--- config.mk ---
export PLATFORM = sky130hd
export DESIGN_NAME = jtkunio_vtiming
export DESIGN_NICKNAME = d
export VERILOG_FILES = /design/src/rtl/jtkunio_video_pkg.sv /design/src/rtl/jtkunio_vtiming_win.sv /design/src/rtl/jtkunio_vtiming.sv
export SDC_FILE = /design/constraint.sdc
export NUM_CORES = 1
export LEC_CHECK = 0
export BUFFER_PORTS_ARGS = -buffer_cell sky130_fd_sc_hd__buf_2
export CAP_MARGIN = 20
export CORE_MARGIN = 5
export CORE_UTILIZATION = 40
export DETAILED_ROUTE_END_ITERATION = 8
export RECOVER_POWER = 100
export SYNTH_ARGS = -nofsm -noshare
export SYNTH_HDL_FRONTEND = slang
export SYNTH_SLANG_ARGS = --single-unit
--- constraint.sdc ---
create_clock -name clk -period 8.3 [get_ports clk]
set_clock_uncertainty 0.15 [all_clocks]
set_input_delay 0.83 -clock clk [delete_from_list [all_inputs] [get_ports clk]]
set_output_delay 0.83 -clock clk [all_outputs]
set_load 0.01 [all_outputs]
--- src/rtl/jtkunio_video_pkg.sv ---
// jtkunio_video_pkg: shared kunio video timing defaults and wrap-aware window helpers
package jtkunio_video_pkg;
  localparam int OW = 4;
  localparam int DEF_HW = 9;
  localparam int DEF_VW = 9;
  localparam int DEF_HCNT_START = 0;
  localparam int DEF_HCNT_END = 383;
  localparam int DEF_HB_START = 260;
  localparam int DEF_HB_END = 16;
  localparam int DEF_HS_START = 319;
  localparam int DEF_HS_END = 351;
  localparam int DEF_VCNT_START = 0;
  localparam int DEF_VCNT_END = 271;
  localparam int DEF_VB_START = 240;
  localparam int DEF_VB_END = 8;
  localparam int DEF_VS_START = 258;
  localparam int DEF_VS_END = 261;
  localparam int DEF_FCW = 8;
  function automatic int wrap_add(input int v, input int off, input int lo, input int hi);
    int r = v + off;
    int n = hi - lo + 1;
    return r > hi ? r - n : r < lo ? r + n : r;
  endfunction
  function automatic logic in_win(input int x, input int lo, input int hi);
    return lo <= hi ? (x >= lo && x < hi) : (x >= lo || x < hi);
  endfunction
endpackage

--- src/rtl/jtkunio_vtiming_win.sv ---
// jtkunio_vtiming_win: one timing axis with lookahead counters, blank window and offset sync window
module jtkunio_vtiming_win
  import jtkunio_video_pkg::*;
#(
  parameter int CW = 9,
  parameter int CNT_START = 0,
  parameter int CNT_END = 383,
  parameter int B_START = 260,
  parameter int B_END = 16,
  parameter int S_START = 319,
  parameter int S_END = 351
)(
  input  logic                 clk,
  input  logic                 rst,
  input  logic                 cen_i,
  input  logic                 sync_en_i,
  input  logic signed [OW-1:0] off_i,
  output logic [CW-1:0]        cnt_o,
  output logic [CW-1:0]        nxt_o,
  output logic [CW-1:0]        nxt2_o,
  output logic                 wrap_o,
  output logic                 lbl_o,
  output logic                 sync_o,
  output logic                 sedge_o
);
  localparam bit BAD = CNT_END <= CNT_START || CNT_START < 0 || CNT_END >= 2**CW ||
                       B_START < CNT_START || B_START > CNT_END || B_END < CNT_START || B_END > CNT_END ||
                       S_START < CNT_START || S_START > CNT_END || S_END < CNT_START || S_END > CNT_END;
  if (BAD) begin : g_bad
    $error("jtkunio_vtiming_win: timing parameter outside counter range");
  end
  localparam logic [CW-1:0] ST = CW'(CNT_START);
  localparam logic [CW-1:0] EN = CW'(CNT_END);
  localparam logic [CW-1:0] R1 = CW'(wrap_add(CNT_START, 1, CNT_START, CNT_END));
  localparam logic [CW-1:0] R2 = CW'(wrap_add(CNT_START, 2, CNT_START, CNT_END));
  logic [CW-1:0] cnt_q, nxt_q, nxt2_q, cnt_d, nxt_d, nxt2_d, s_lo, s_hi;
  logic lbl_q, sync_q, lbl_d, sync_d;
  always_comb begin
    cnt_d = cen_i ? nxt_q : cnt_q;
    nxt_d = cen_i ? nxt2_q : nxt_q;
    nxt2_d = !cen_i ? nxt2_q : nxt2_q == EN ? ST : nxt2_q + CW'(1);
    s_lo = CW'(wrap_add(S_START, int'(off_i), CNT_START, CNT_END));
    s_hi = CW'(wrap_add(S_END, int'(off_i), CNT_START, CNT_END));
    lbl_d = cen_i ? !in_win(int'(cnt_d), B_START, B_END) : lbl_q;
    sync_d = sync_en_i ? in_win(int'(cnt_d), int'(s_lo), int'(s_hi)) : sync_q;
  end
  always_ff @(posedge clk) begin
    if (rst) begin
      cnt_q <= ST;
      nxt_q <= R1;
      nxt2_q <= R2;
      lbl_q <= 1'b0;
      sync_q <= 1'b0;
    end else begin
      cnt_q <= cnt_d;
      nxt_q <= nxt_d;
      nxt2_q <= nxt2_d;
      lbl_q <= lbl_d;
      sync_q <= sync_d;
    end
  end
  assign cnt_o = cnt_q;
  assign nxt_o = nxt_q;
  assign nxt2_o = nxt2_q;
  assign wrap_o = cnt_q == EN;
  assign lbl_o = lbl_q;
  assign sync_o = sync_q;
  assign sedge_o = cen_i && cnt_d == s_lo;
endmodule

--- src/rtl/jtkunio_vtiming.sv ---
// jtkunio_vtiming: kunio video timing with sync centring, two-line lookahead, flip counters and frame count
module jtkunio_vtiming
  import jtkunio_video_pkg::*;
#(
  parameter int HW = DEF_HW,
  parameter int VW = DEF_VW,
  parameter int HCNT_START = DEF_HCNT_START,
  parameter int HCNT_END = DEF_HCNT_END,
  parameter int HB_START = DEF_HB_START,
  parameter int HB_END = DEF_HB_END,
  parameter int HS_START = DEF_HS_START,
  parameter int HS_END = DEF_HS_END,
  parameter int VCNT_START = DEF_VCNT_START,
  parameter int VCNT_END = DEF_VCNT_END,
  parameter int VB_START = DEF_VB_START,
  parameter int VB_END = DEF_VB_END,
  parameter int VS_START = DEF_VS_START,
  parameter int VS_END = DEF_VS_END,
  parameter int FCW = DEF_FCW
)(
  input  logic           clk,
  input  logic           rst,
  input  logic           pxl_cen,
  input  logic           flip,
  input  logic [OW-1:0]  hoffset,
  input  logic [OW-1:0]  voffset,
  output logic [HW-1:0]  hdump,
  output logic [VW-1:0]  vdump,
  output logic [VW-1:0]  vrender,
  output logic [VW-1:0]  vrender1,
  output logic [HW-1:0]  hf,
  output logic [VW-1:0]  vf,
  output logic           Hinit,
  output logic           Vinit,
  output logic           LHBL,
  output logic           LVBL,
  output logic           HS,
  output logic           VS,
  output logic           h8,
  output logic           v8,
  output logic [FCW-1:0] frame_cnt
);
  logic signed [OW-1:0] hoff_q, voff_q;
  logic [FCW-1:0] frame_q;
  logic [HW-1:0] h_nxt, h_nxt2;
  logic v_wrap, hs_rise, vs_edge, unused_la;
  jtkunio_vtiming_win #(
    .CW(HW), .CNT_START(HCNT_START), .CNT_END(HCNT_END),
    .B_START(HB_START), .B_END(HB_END), .S_START(HS_START), .S_END(HS_END)
  ) u_h (
    .clk(clk), .rst(rst), .cen_i(pxl_cen), .sync_en_i(pxl_cen), .off_i(hoff_q),
    .cnt_o(hdump), .nxt_o(h_nxt), .nxt2_o(h_nxt2), .wrap_o(Hinit),
    .lbl_o(LHBL), .sync_o(HS), .sedge_o(hs_rise)
  );
  // VS is re-evaluated only at the HS rise so both syncs stay phase-aligned
  jtkunio_vtiming_win #(
    .CW(VW), .CNT_START(VCNT_START), .CNT_END(VCNT_END),
    .B_START(VB_START), .B_END(VB_END), .S_START(VS_START), .S_END(VS_END)
  ) u_v (
    .clk(clk), .rst(rst), .cen_i(pxl_cen & Hinit), .sync_en_i(hs_rise), .off_i(voff_q),
    .cnt_o(vdump), .nxt_o(vrender), .nxt2_o(vrender1), .wrap_o(v_wrap),
    .lbl_o(LVBL), .sync_o(VS), .sedge_o(vs_edge)
  );
  assign unused_la = ^{h_nxt, h_nxt2, vs_edge};
  assign Vinit = Hinit & v_wrap;
  assign hf = hdump ^ {HW{flip}};
  assign vf = vdump ^ {VW{flip}};
  assign h8 = hdump[3];
  assign v8 = vdump[3] & (LVBL | vdump[2]);
  assign frame_cnt = frame_q;
  always_ff @(posedge clk) begin
    if (rst) begin
      hoff_q <= '0;
      voff_q <= '0;
      frame_q <= '0;
    end else if (pxl_cen && Vinit) begin
      hoff_q <= $signed(hoffset);
      voff_q <= $signed(voffset);
      frame_q <= frame_q + FCW'(1);
    end
  end
endmodule

# Word-level counts from Yosys, hierarchy flattened
# Cells that the tools add are included.
dict set report word_totals {
  word_cells 81
  regBits 74
  inputBits 12
  output_inout_bits 70
}
dict set report classes {
  n_lt_le_gt_ge 18
  n_bitwise 6
  n_addsub 15
  n_eq_ne 5
  n_reduce_logical 10
  n_mux 14
}
# operator n
set ops {}
lappend ops {{9-bit 2-to-1 mux} 12}
lappend ops {{10-bit by 4-bit adder with 11-bit output, first input constant} 4}
lappend ops {{11-bit by 10-bit > comparator with 1-bit output, second input constant} 4}
lappend ops {{11-bit by 1-bit less-than comparator with 1-bit output, second input constant} 4}
lappend ops {{9-bit equality test, second input constant} 4}
lappend ops {{9-bit by 1-bit adder with 9-bit output, second input constant} 2}
lappend ops {{9-bit by 8-bit adder with 9-bit output, second input constant} 2}
lappend ops {{9-bit adder, second input constant} 2}
lappend ops {{9-bit >= comparator} 2}
lappend ops {{9-bit less-or-equal comparator} 2}
lappend ops {{9-bit less-than comparator} 2}
lappend ops {{9-bit by 8-bit subtractor with 9-bit output, second input constant} 2}
lappend ops {{9-bit subtractor, second input constant} 2}
lappend ops {{9-bit bitwise XOR} 2}
lappend ops {{9-bit equality test} 1}
lappend ops {{9-bit by 8-bit >= comparator with 1-bit output, second input constant} 1}
lappend ops {{9-bit >= comparator, second input constant} 1}
lappend ops {{9-bit by 4-bit less-than comparator with 1-bit output, second input constant} 1}
lappend ops {{9-bit by 5-bit less-than comparator with 1-bit output, second input constant} 1}
lappend ops {{8-bit by 1-bit adder with 8-bit output, second input constant} 1}
lappend ops {{1-bit logical AND} 4}
lappend ops {{1-bit logical OR} 4}
lappend ops {{1-bit bitwise AND} 3}
lappend ops {{1-bit logical NOT} 2}
lappend ops {{other kinds (2)} 3}

# Longest topological paths before layout
# Gate-level depths: netlist of the first run.
dict set report logic_depth {
  word_depth 7
  mapped_depth 19
  mapped_depth_nobuf 19
}

# Cells and area by module
# From an unflattened synthesis of the first run, not the netlist that was laid out.
dict set report hier_totals {
  cells_unflattened 515
  hier_area_um2 4629.4
}
# module seq_area_each_um2 n_inst cells_each area_per_inst_um2
set modules_own_cells {}
lappend modules_own_cells {{jtkunio_vtiming_win (u_v)} 580.6 1 243 2207.1}
lappend modules_own_cells {{jtkunio_vtiming_win (u_h)} 580.6 1 170 1585.3}
lappend modules_own_cells {jtkunio_vtiming 320.3 1 102 837.1}

# Worst setup path after synthesis of the first run
# OpenSTA, ideal clock, no wires.
dict set report synth_timing {
  path_kind {reg-to-reg}
  from {register voff_q[1]}
  to {register u_v.sync_q, in the netlist u_v.sync_o}
  period_less_slack_ps 3733
  t_required_ps 8033
  t_arrival_ps 3466
  setup_time_ps 117
  slack_ps 4567
  path_buffers 0
  path_stages_with_launch 16
  path_cell_list {dfxtp_1 > ha_1 > o21ai_0 > ha_1 > ha_1 > nand4bb_4 > o32ai_4 > nand2_1 > nor2_1 > a31oi_1 > ha_1 > o41ai_1 > a22oi_1 > a211oi_1 > o21ai_0 > a22o_1}
}
dict set report synth_between {
  elab_chain_len 7
  word_cells_on_any_way 20
  classes_between {add/sub (6); order compare (7); mux (5); reduce/logical (2)}
}
# element line_no
set synth_rtl {}
lappend synth_rtl {{from (decl)} jtkunio_vtiming.sv:43} ;# logic signed [OW-1:0] hoff_q, voff_q;
lappend synth_rtl {{from (signal assigned)} jtkunio_vtiming.sv:78} ;# voff_q <= $signed(voffset);
lappend synth_rtl {{10-bit by 4-bit adder with 11-bit output} jtkunio_video_pkg.sv:20} ;# int r = v + off;
lappend synth_rtl {{9-bit adder / 11-bit by 1-bit less-than comparator with 1-bit output (equally long branches)} jtkunio_video_pkg.sv:22} ;# return r > hi ? r - n : r < lo ? r + n : r;
lappend synth_rtl {{9-bit 2-to-1 mux (2 in a row)} jtkunio_video_pkg.sv:22}
lappend synth_rtl {{9-bit >= comparator / 9-bit less-than comparator (equally long branches)} jtkunio_video_pkg.sv:25} ;# return lo <= hi ? (x >= lo && x < hi) : (x >= lo || x < hi);
lappend synth_rtl {{1-bit logical OR / 1-bit logical AND (equally long branches)} jtkunio_video_pkg.sv:25}
lappend synth_rtl {{1-bit 2-to-1 mux (*)} jtkunio_video_pkg.sv:25}
lappend synth_rtl {{to (signal assigned)} jtkunio_vtiming_win.sv:59} ;# sync_q <= sync_d;
lappend synth_rtl {{to (decl)} jtkunio_vtiming_win.sv:37} ;# logic lbl_q, sync_q, lbl_d, sync_d;
# Mark *: on every way between the ends. The rest lies on a longest branch, timed or not.
# A chain may end at the register's enable or synchronous reset.

# Final worst setup path of the first run
dict set report layout_timing {
  from {input port pxl_cen}
  to {register u_v.sync_q, in the netlist u_v.sync_o}
}
dict set report layout_between {
  elab_chain_len 5
  word_cells_on_any_way 10
  classes_between {order compare (2); eq/ne (1); mux (3); bitwise (1); reduce/logical (3)}
}
# element line_no
set layout_rtl {}
lappend layout_rtl {{from (decl)} jtkunio_vtiming.sv:23} ;# input logic pxl_cen,
lappend layout_rtl {{1-bit bitwise AND (*)} jtkunio_vtiming.sv:60} ;# .clk(clk), .rst(rst), .cen_i(pxl_cen & Hinit), .sync_en_i(hs_rise), .off_i(voff_q),
lappend layout_rtl {{9-bit 2-to-1 mux (*)} jtkunio_vtiming_win.sv:39} ;# cnt_d = cen_i ? nxt_q : cnt_q;
lappend layout_rtl {{net u_v.cnt_d[1]} jtkunio_vtiming_win.sv:36} ;# logic [CW-1:0] cnt_q, nxt_q, nxt2_q, cnt_d, nxt_d, nxt2_d, s_lo, s_hi;
lappend layout_rtl {{9-bit >= comparator / 9-bit less-than comparator (equally long branches)} jtkunio_video_pkg.sv:25}
lappend layout_rtl {{1-bit logical OR / 1-bit logical AND (equally long branches)} jtkunio_video_pkg.sv:25}
lappend layout_rtl {{1-bit 2-to-1 mux (*)} jtkunio_video_pkg.sv:25}
# The timed path passes the listed nets; every way through them passes the cells marked *.

==> impl_metrics.ini, run 1 <==
[cts]
postCtsSetupBuffers = 0
numCtsBuffers = 9
cts.path.max_buffers = 2
clockRootBuffer = clkbuf_16
htree_num_levels = 3
cts_resized = 0
path_clk_slew_ps = 70
clkLatencyLatePin_ps = 340
holdBufCountCts = 0
clock-sinks = 74
cts_tree = done

[detailed_routing]
firstDrtPassIters = 6
ant_nets = 0
drtIter0Drc = 107
drt-total-wl_microns = 10960
route.detailed.drc = 0
wire_per_inst_microns = 14.61
via_per_inst = 5.105
route.vias.total = 3829

[cells_and_area]
drive_gt1_frac = 0.07249
final_cell_mix = 74 x dfxtp_1, 72 x clkbuf_1, 66 x nor2_1
stdcell_area_sq_mm = 0.005266
seqCellArea_sq_mm = 0.001481
num_antenna_cells = 0
multi_input_area_sq_mm = 0.002843
area_growth_pct = 15.63
fillCellCount = 1134
nets = 666
final_common_cell = dfxtp_1

[worst_setup_path]
reg2reg_to = u_v.sync_o
crit_chain = clkbuf_1, and4_1, nand3_1, nand2_1, nand2_1, ha_1, nor2b_1, o21a_1, o21ai_0, or2b_2, maj3_2, a311oi_1, a22o_1
ff2ff_setup_slack_ps = 4040
crit_family = simple AND/OR/NAND/NOR gates
path_buf_inv = 1
reg2reg_from = voff_q[1]
worstRegToRegCells = 15
cpMostUsedCell = nand2_1
cp.arrival_ps = 5400
crit_slowest_cell = clkbuf_1
crit_required_ps = 8430
max_stage_delay_ps = 1320
end_kind = flop
path_class = in -> reg
critPathLaunchType = input port
crit_path_max_fanout = 34

[floorplan]
start_util = 0.4040
die_w_microns = 116.7
die_area_sq_mm = 0.01362
io_pins = 82
core.rowCount = 39
chipHeight_microns = 116.7
coreArea_sq_mm = 0.01127

[sta]
worst_pin_slew_ps = 1863
rsz0062_at_grt = no
max_freq_mhz = 189.7
fin_crit_sh = 0.6352
slew_viol_final = 35
relSlewSlack = -0.2420
fin_crit_ps = 5272
setup_violations = 0
setup_slack_ps = 3028
finalHoldViolCount = 0
fin_tns_setup_ps = 0

[grt]
grt_first_pass_wirelength_microns = 18080
grt_use_total = 0.1665
grt_max_degree = 57
grt_pass1_vias = 3665
overflow = 0
antenna_found_initial = 0

[place]
dpl.hpwl_microns = 8208
post-place-ws_ps = 3730
placed_area_sq_mm = 0.005075
numPortBuffers = 81
place.gp.congestion = 0.8129

[pwr]
p_per_area_mw_per_mm2 = 151.1
leakagePower_nw = 2.374
vdd_drop_max_mv = 0.07734
power_w = 0.0007959

[logic_synthesis]
syn_inst = 525
synth_edf_count = 0
seq_area_frac_synth = 0.3253
synthMuxAreaShare = 0.07802
synth-compound-area-share = 0.1019
synthAdderAreaFrac = 0.1495
synth-async-reset-ratio = 0
synth-simple-area-share = 0.2107
syn_area_sq_mm = 0.004554
ys_ff_latch = 74
syn_avg_cell_area_sq_um = 8.675
ys.flop_type = dfxtp_1
synth_top_family_by_area = simple AND/OR/NAND/NOR gates
synth_xor_area_frac = 0.08434
synth_cell_types = 65
yosysWarnings = 0

[status]
status = finished, violations left
violations = capacitance limit, slew limit

[hold_path]
hold_depth = 2
min-delay-start = u_v.lbl_o
hold_end = u_v.lbl_o
hold_class = reg -> reg

[flow_run]
maxCapViolations = 1
## per-stage QoR
step	hold slack, ps	cells	util
3_3_place_gp	309.7	734	0.4502
4_1_cts	331.1	750	0.4769
2_1_floorplan	291.3	527	-
5_1_grt	353.0	750	0.4672
3_5_place_dp	321.5	734	0.4502
6_report	332.5	750	0.4672
## worst register-to-register path, cell delays in order, from the launching register on
cell,delay (ps)
dfxtp_1,550
ha_1,290
o21ai_0,90
ha_1,480
ha_1,310
nand4bb_4,170
o32ai_4,370
nand2_1,110
nor2_1,100
a31oi_1,70
ha_1,240
o41ai_1,440
a22oi_1,120
a211oi_1,310
o21ai_0,130
a22o_1,210
## registers in the layout (all words and copies together) (netlist names)
name        cells
frame_cnt       8
hoff_q          4
u_h.cnt_o       9
u_h.lbl_o       1
u_h.nxt2_o      9
u_h.nxt_o       9
u_h.sync_o      1
u_v.cnt_o       9
u_v.lbl_o       1
u_v.nxt2_o      9
u_v.nxt_o       9
u_v.sync_o      1
voff_q          4
## cell type report
| cell class | instances | area share |
|---|---|---|
| Multi-Input combinational cell | 398 | 0.5398 |
| Sequential cell | 74 | 0.2813 |
| Timing Repair Buffer | 83 | 0.06225 |
| Clock buffer | 9 | 0.04277 |
| Tap cell | 143 | 0.03397 |
| Inverter | 36 | 0.02566 |
| Clock inverter | 7 | 0.01426 |
## power by group
group          leakage, nW  internal [W]  switching [W]  total (W)
Combinational         1.64     0.0000141      0.0000248  0.0000389
Sequential           0.598      0.000359     0.00000351   0.000362
Clock                0.138      0.000234       0.000161   0.000395
Total                 2.37      0.000607       0.000189   0.000796
## logic make-up (layout without fill, tap and decap cells)
kind of cell | Yosys count | in the layout
adders and majority gates | 54 | 54
DFF | 74 | 74
xor gates and xnor gates | 43 | 43
muxes | 35 | 35
AOI/OAI and AO/OA | 67 | 67
buffers and inverters | 55 | 135
and+or+nand+nor | 195 | 195
other | 2 | 4
## worst max path at each step
stage               startpoint          to  slack [ps]  cells past startpoint
finish                 pxl_cen  u_v.sync_o        3030                     13
global route           pxl_cen  u_v.sync_o        2570                     13
CTS                  voff_q[1]  u_v.sync_o        4000                     15
detailed placement     pxl_cen  u_v.sync_o        3730                     13
global placement       pxl_cen  u_v.sync_o        3820                     13
floorplan            voff_q[1]  u_v.sync_o        4570                     15
## routing by layer
metal  wire length, microns  share of wire  global-route usage
met1                   5225           0.48              0.2192
met2                   5058           0.46              0.2715
met3                    537          0.049             0.04145
met4                    135          0.012             0.04664
met5                      0              0                   0
## synth_stat cells (4+ instances only)
cell type,instances,area [sq um]
nor2_1,66,247.7
and2_1,7,43.79
nand3_1,12,60.06
mux2i_1,33,330.3
inv_1,35,131.4
dfxtp_1,74,1481
clkbuf_1,10,37.54
and3_1,8,50.05
a31oi_1,4,25.02
ha_1,51,638.1
buf_1,5,18.77
xnor2_1,6,52.55
nand4_1,13,81.33
o21ai_0,7,35.03
nor3_1,7,35.03
a21oi_1,22,110.1
xor2_1,36,315.3
nand2_1,58,217.7
nor4_1,4,25.02
No activity file was read; power rests on OpenSTA's default activity.
==> run 2, diff against run 1 <==
clock period = 4.3 ns   (was 8.3 ns; I/O delays follow)
==> run 2 against run 1 <==
Compared with the run above:
- the flow still finishes with violations (capacitance limit, slew limit)
- hold slack got worse by 150 ps
- final cell count increased by 0.67%
- via count up 0.47%
- clock power is 75% higher
- sequential share of layout area about the same
- count of clock-buffer cells in the layout stayed put
- combinational power up 93%
- critical endpoint unchanged
- largest power group is now sequential cells
==> impl_metrics.ini, run 2 (synthesized netlist as in run 1, its figures left out) <==
[worst_setup_path]
path_buf_inv = 0
reg2reg_to = u_v.sync_o
worstRegToRegCells = 12
crit_chain = and4b_1, nand3_1, nand2_1, nand2_1, ha_1, nor2b_1, o21a_1, o21ai_0, or2b_2, maj3_2, a311oi_1, a22o_1
ff2ff_setup_slack_ps = 360
cp.arrival_ps = 4070
crit_family = simple AND/OR/NAND/NOR gates
max_stage_delay_ps = 690
path_class = reg -> reg
end_kind = flop
crit_slowest_cell = nand3_1
cpMostUsedCell = nand2_1
critPathLaunchType = flop
crit_path_max_fanout = 24
reg2reg_from = u_h.cnt_o[1]
crit_required_ps = 4430

[hold_path]
hold_end = voff_q[3]
hold_class = in -> reg
hold_depth = 3
min-delay-start = voffset[3]

[sta]
fin_crit_sh = 0.9174
finalHoldViolCount = 0
timing.hold.ws_ps = 180.6
setup_violations = 0
slew_viol_final = 56
max_freq_mhz = 253.5
setup_slack_ps = 355.4
rsz0062_at_grt = no
fin_tns_setup_ps = 0
fin_crit_ps = 3945
worst_pin_slew_ps = 2571
relSlewSlack = -0.7141

[floorplan]
start_util = 0.4040
core.rowCount = 39
io_pins = 82
chipHeight_microns = 116.7
die_area_sq_mm = 0.01362
die_w_microns = 116.7
coreArea_sq_mm = 0.01127

[cts]
htree_num_levels = 3
cts_tree = done
holdBufCountCts = 0
cts.path.max_buffers = 2
clockRootBuffer = clkbuf_16
clkLatencyLatePin_ps = 340
clock-sinks = 74
path_clk_slew_ps = 60
numCtsBuffers = 9

[status]
status = finished, violations left
violations = capacitance limit, slew limit

[cells_and_area]
final_cell_mix = 73 x dfxtp_1, 73 x clkbuf_1, 66 x nor2_1
instances_no_fill = 755
num_antenna_cells = 0
nets = 672
drive_gt1_frac = 0.08333
area_growth_pct = 15.77

[place]
placed_cells = 740
place.gp.congestion = 0.8788
post-place-ws_ps = 411.5
numPortBuffers = 81
dpl.hpwl_microns = 8238

[grt]
grt_max_degree = 56
grt_first_pass_wirelength_microns = 17700
grt_use_total = 0.1642
overflow = 0
grt_pass1_vias = 3586
antenna_found_initial = 0

[pwr]
netSwitchingFraction = 0.2437
seqPwrFrac = 0.477
p_clk_frac = 0.471
switchingPower_w = 0.0003571
leakagePower_nw = 2.392
vdd_drop_max_mv = 0.1385
p_int_w = 0.001108
share_comb_of_total_power = 0.051
p_per_area_mw_per_mm2 = 277.9

[detailed_routing]
wire_per_inst_microns = 14.48
route.detailed.drc = 0
firstDrtPassIters = 5
ant_nets = 0
drtIter0Drc = 166
drt-total-wl_microns = 10930
route.vias.total = 3847
via_per_inst = 5.095

[flow_run]
maxCapViolations = 1
==> run 2: cell types whose count changed in the layout (fill, tap and decap cells not counted), moves of 2 or more <==
cell	previous run	this run
and2_0	1	3
clkinv_4	0	2
buf_4	1	3
buf_2	10	13
clkinvlp_4	3	1
and2_1	6	4
==> run 2: power by group through the flow <==
stage          sequential, W  clock [W]  combinational, W
2_1_floorplan       0.000713          0         0.0000512
3_3_place_gp        0.000714          0         0.0000776
3_5_place_dp        0.000715          0         0.0000791
4_1_cts             0.000699   0.000709         0.0000793
5_1_grt             0.000700   0.000740         0.0000839
6_report            0.000700   0.000690         0.0000752
==> run 2: layer usage <==
layer  part of all wire  global-route usage  vias up
met4              0.026             0.06881        0
met1               0.47              0.2154     1771
met2               0.45              0.2620       90
li1                   -                   -     1963
met3              0.052             0.03420       23
met5                  0                   0        -
==> run 2: final cells by class <==
| class | instances | area (sq um) |
|---|---|---|
| fillers | 1131 | 6000 |
| clock buffers | 9 | 225.2 |
| clock inverters | 6 | 43.79 |
| repair buffers | 89 | 361.6 |
| inverters | 36 | 135.1 |
| multi-input cells | 398 | 2845 |
| flip-flops and latches | 74 | 1483 |
| well taps | 143 | 178.9 |
==> run 2: worst max-delay path by stage <==
stage | depth (start not counted) | from | slack, ps | endpoint
floorplan | 15 | voff_q[1] | 570 | u_v.sync_o
global route | 15 | voff_q[0] | 20 | u_v.sync_o
detailed placement | 15 | voff_q[2] | 410 | u_v.sync_o
finish | 12 | u_h.cnt_o[1] | 360 | u_v.sync_o
global placement | 16 | voff_q[2] | 540 | u_v.sync_o
CTS | 16 | voff_q[2] | 400 | u_v.sync_o
==> run 2: per-stage QoR <==
step                        util  area (sq um)  power [W]
after floorplan                -          4562  0.0007646
after global placement    0.4542          5120  0.0007920
after detailed placement  0.4542          5120  0.0007937
after CTS                 0.4781          5389   0.001488
after global routing      0.4678          5273   0.001524
final                     0.4678          5273   0.001465
==> run 2: worst register-to-register path, stage by stage (launching register included) <==
cell,delay (ps)
dfxtp_1,440
and4b_1,280
nand3_1,690
nand2_1,270
nand2_1,150
ha_1,310
nor2b_1,120
o21a_1,160
o21ai_0,140
or2b_2,310
maj3_2,310
a311oi_1,340
a22o_1,200
==> run 2: repair_timing <==
item,4_1_cts,5_1_grt
endpoints found under the setup margin,0,1
gates resized for setup,0,2
setup buffers,0,0
==> run 3, diff against run 2 <==
CORE_UTILIZATION = 56   (was 40)
PLACE_DENSITY = 0.8   (was default)
clock period = 3.95 ns   (was 4.3 ns; I/O delays follow)
==> run 3 against run 2 <==
Compared with the run above:
- the flow now finishes without violations
- non-clock buffer count is 3 higher
- via count is 3.9% higher
- clock power is 5.2% lower
- final cell count is 4.9% lower
==> impl_metrics.ini, run 3 (synthesized netlist as in run 1, its figures left out) <==
[status]
status = finished clean

[worst_setup_path]
end_kind = flop
critPathLaunchType = flop
crit_path_max_fanout = 6
cp.arrival_ps = 3860
crit_required_ps = 4060
ff2ff_setup_slack_ps = 200
path_class = reg -> reg

[floorplan]
start_util = 0.5833
core.rowCount = 32
die_w_microns = 100.2
coreArea_sq_mm = 0.007807
die_area_sq_mm = 0.01004
chipHeight_microns = 100.2
io_pins = 82

[cells_and_area]
num_antenna_cells = 0
final_cell_mix = 74 x dfxtp_1, 72 x clkbuf_1, 66 x nor2_1
fillCellCount = 688
final_common_cell = dfxtp_1
drive_gt1_frac = 0.09578
instances_no_fill = 718
multi_input_area_sq_mm = 0.002878
area_growth_pct = 14.81
seqCellArea_sq_mm = 0.001481
nets = 675

[cts]
cts_tree = done
clock-sinks = 74
clkLatencyLatePin_ps = 360
cts.path.max_buffers = 2
clockRootBuffer = clkbuf_8
path_clk_slew_ps = 90
postCtsSetupBuffers = 0
htree_num_levels = 3
numCtsBuffers = 9

[detailed_routing]
route.detailed.drc = 0
wire_per_inst_microns = 15.73
firstDrtPassIters = 5
drt-total-wl_microns = 11300
via_per_inst = 5.567
ant_nets = 0
drtIter0Drc = 185
route.vias.total = 3997

[place]
numPortBuffers = 81
place.gp.congestion = 0.9355
placed_cells = 702
dpl.hpwl_microns = 8529

[grt]
grt_pass1_vias = 3924
grt_first_pass_wirelength_microns = 18260
grt_max_degree = 57
grt_use_total = 0.2236
overflow = 0
antenna_found_initial = 0

[pwr]
leakagePower_nw = 2.396
vdd_drop_max_mv = 0.2877
p_per_area_mw_per_mm2 = 286.4

[sta]
relSlewSlack = 0.1490
timing.hold.ws_ps = 124.1
fin_crit_ps = 3748
setup_violations = 0
slew_viol_final = 0
worst_pin_slew_ps = 1276
fin_crit_sh = 0.9489
finalHoldViolCount = 0
max_freq_mhz = 266.8

[flow_run]
maxCapViolations = 0

[hold_path]
hold_class = in -> reg
run 3: worst paths after layout:
kind,endpoint,start,cells after the start
worst min register to register,u_v.nxt_o[6],u_v.nxt_o[6],2
worst min-delay path,voff_q[3],voffset[3],3
worst max-delay path,u_v.sync_o,voff_q[0],17
worst max register to register,u_v.sync_o,voff_q[0],17
run 3: critical path, stage by stage (launching register included):
cell and delay [ps]:
dfxtp_1 330, ha_1 230, o21ai_0 190, ha_1 280, buf_4 170, ha_1 200
and2b_2 220, o32ai_4 190, nand2_1 110, a31oi_1 260, ha_1 280, o21ai_0 90
nand2b_1 100, o41ai_2 70, a22oi_1 140, a211oi_2 300, o21ai_0 130, a22o_1 210
run 3: final cells by class:
| type | count | share of cell area |
|---|---|---|
| clock buffers | 9 | 0.02369 |
| clock inverters | 7 | 0.01771 |
| inverters | 36 | 0.02584 |
| multi-input cells | 398 | 0.5504 |
| flip-flops and latches | 74 | 0.2833 |
| well taps | 102 | 0.02441 |
| repair buffers | 92 | 0.07466 |
run 3: per-layer routing:
metal	up-vias	wire, microns	part of all wire	track usage
met1	1891	4837	0.43	0.2768
li1	1974	-	-	-
met3	21	620	0.055	0.04031
met5	-	0	0	0
met2	111	5617	0.50	0.3904
met4	0	219	0.019	0.07461
run 3: through the flow:
step	cell area, sq um	setup slack, ps	utilization	setup TNS, ps	total power, W
global placement	5091	393.7	0.6521	0	0.0008608
global route	5229	-4.677	0.6697	-4.677	0.001549
floorplan	4562	217.1	-	0	0.0008323
CTS	5308	218.6	0.6798	0	0.001510
detailed placement	5091	240.0	0.6521	0	0.0008649
finish	5229	202.0	0.6697	0	0.001498
run 3: timing repair:
item                       CTS  global route
gates resized for setup      0             4
hold buffers                 0             0
setup endpoints to repair    0             1
run 3: power by group:
| part | switching (W) | internal [W] | leakage (nW) |
|---|---|---|---|
| clock | 0.000340 | 0.000314 | 0.112 |
| sequential | 0.00000657 | 0.000753 | 0.598 |
| combinational | 0.0000543 | 0.0000300 | 1.69 |
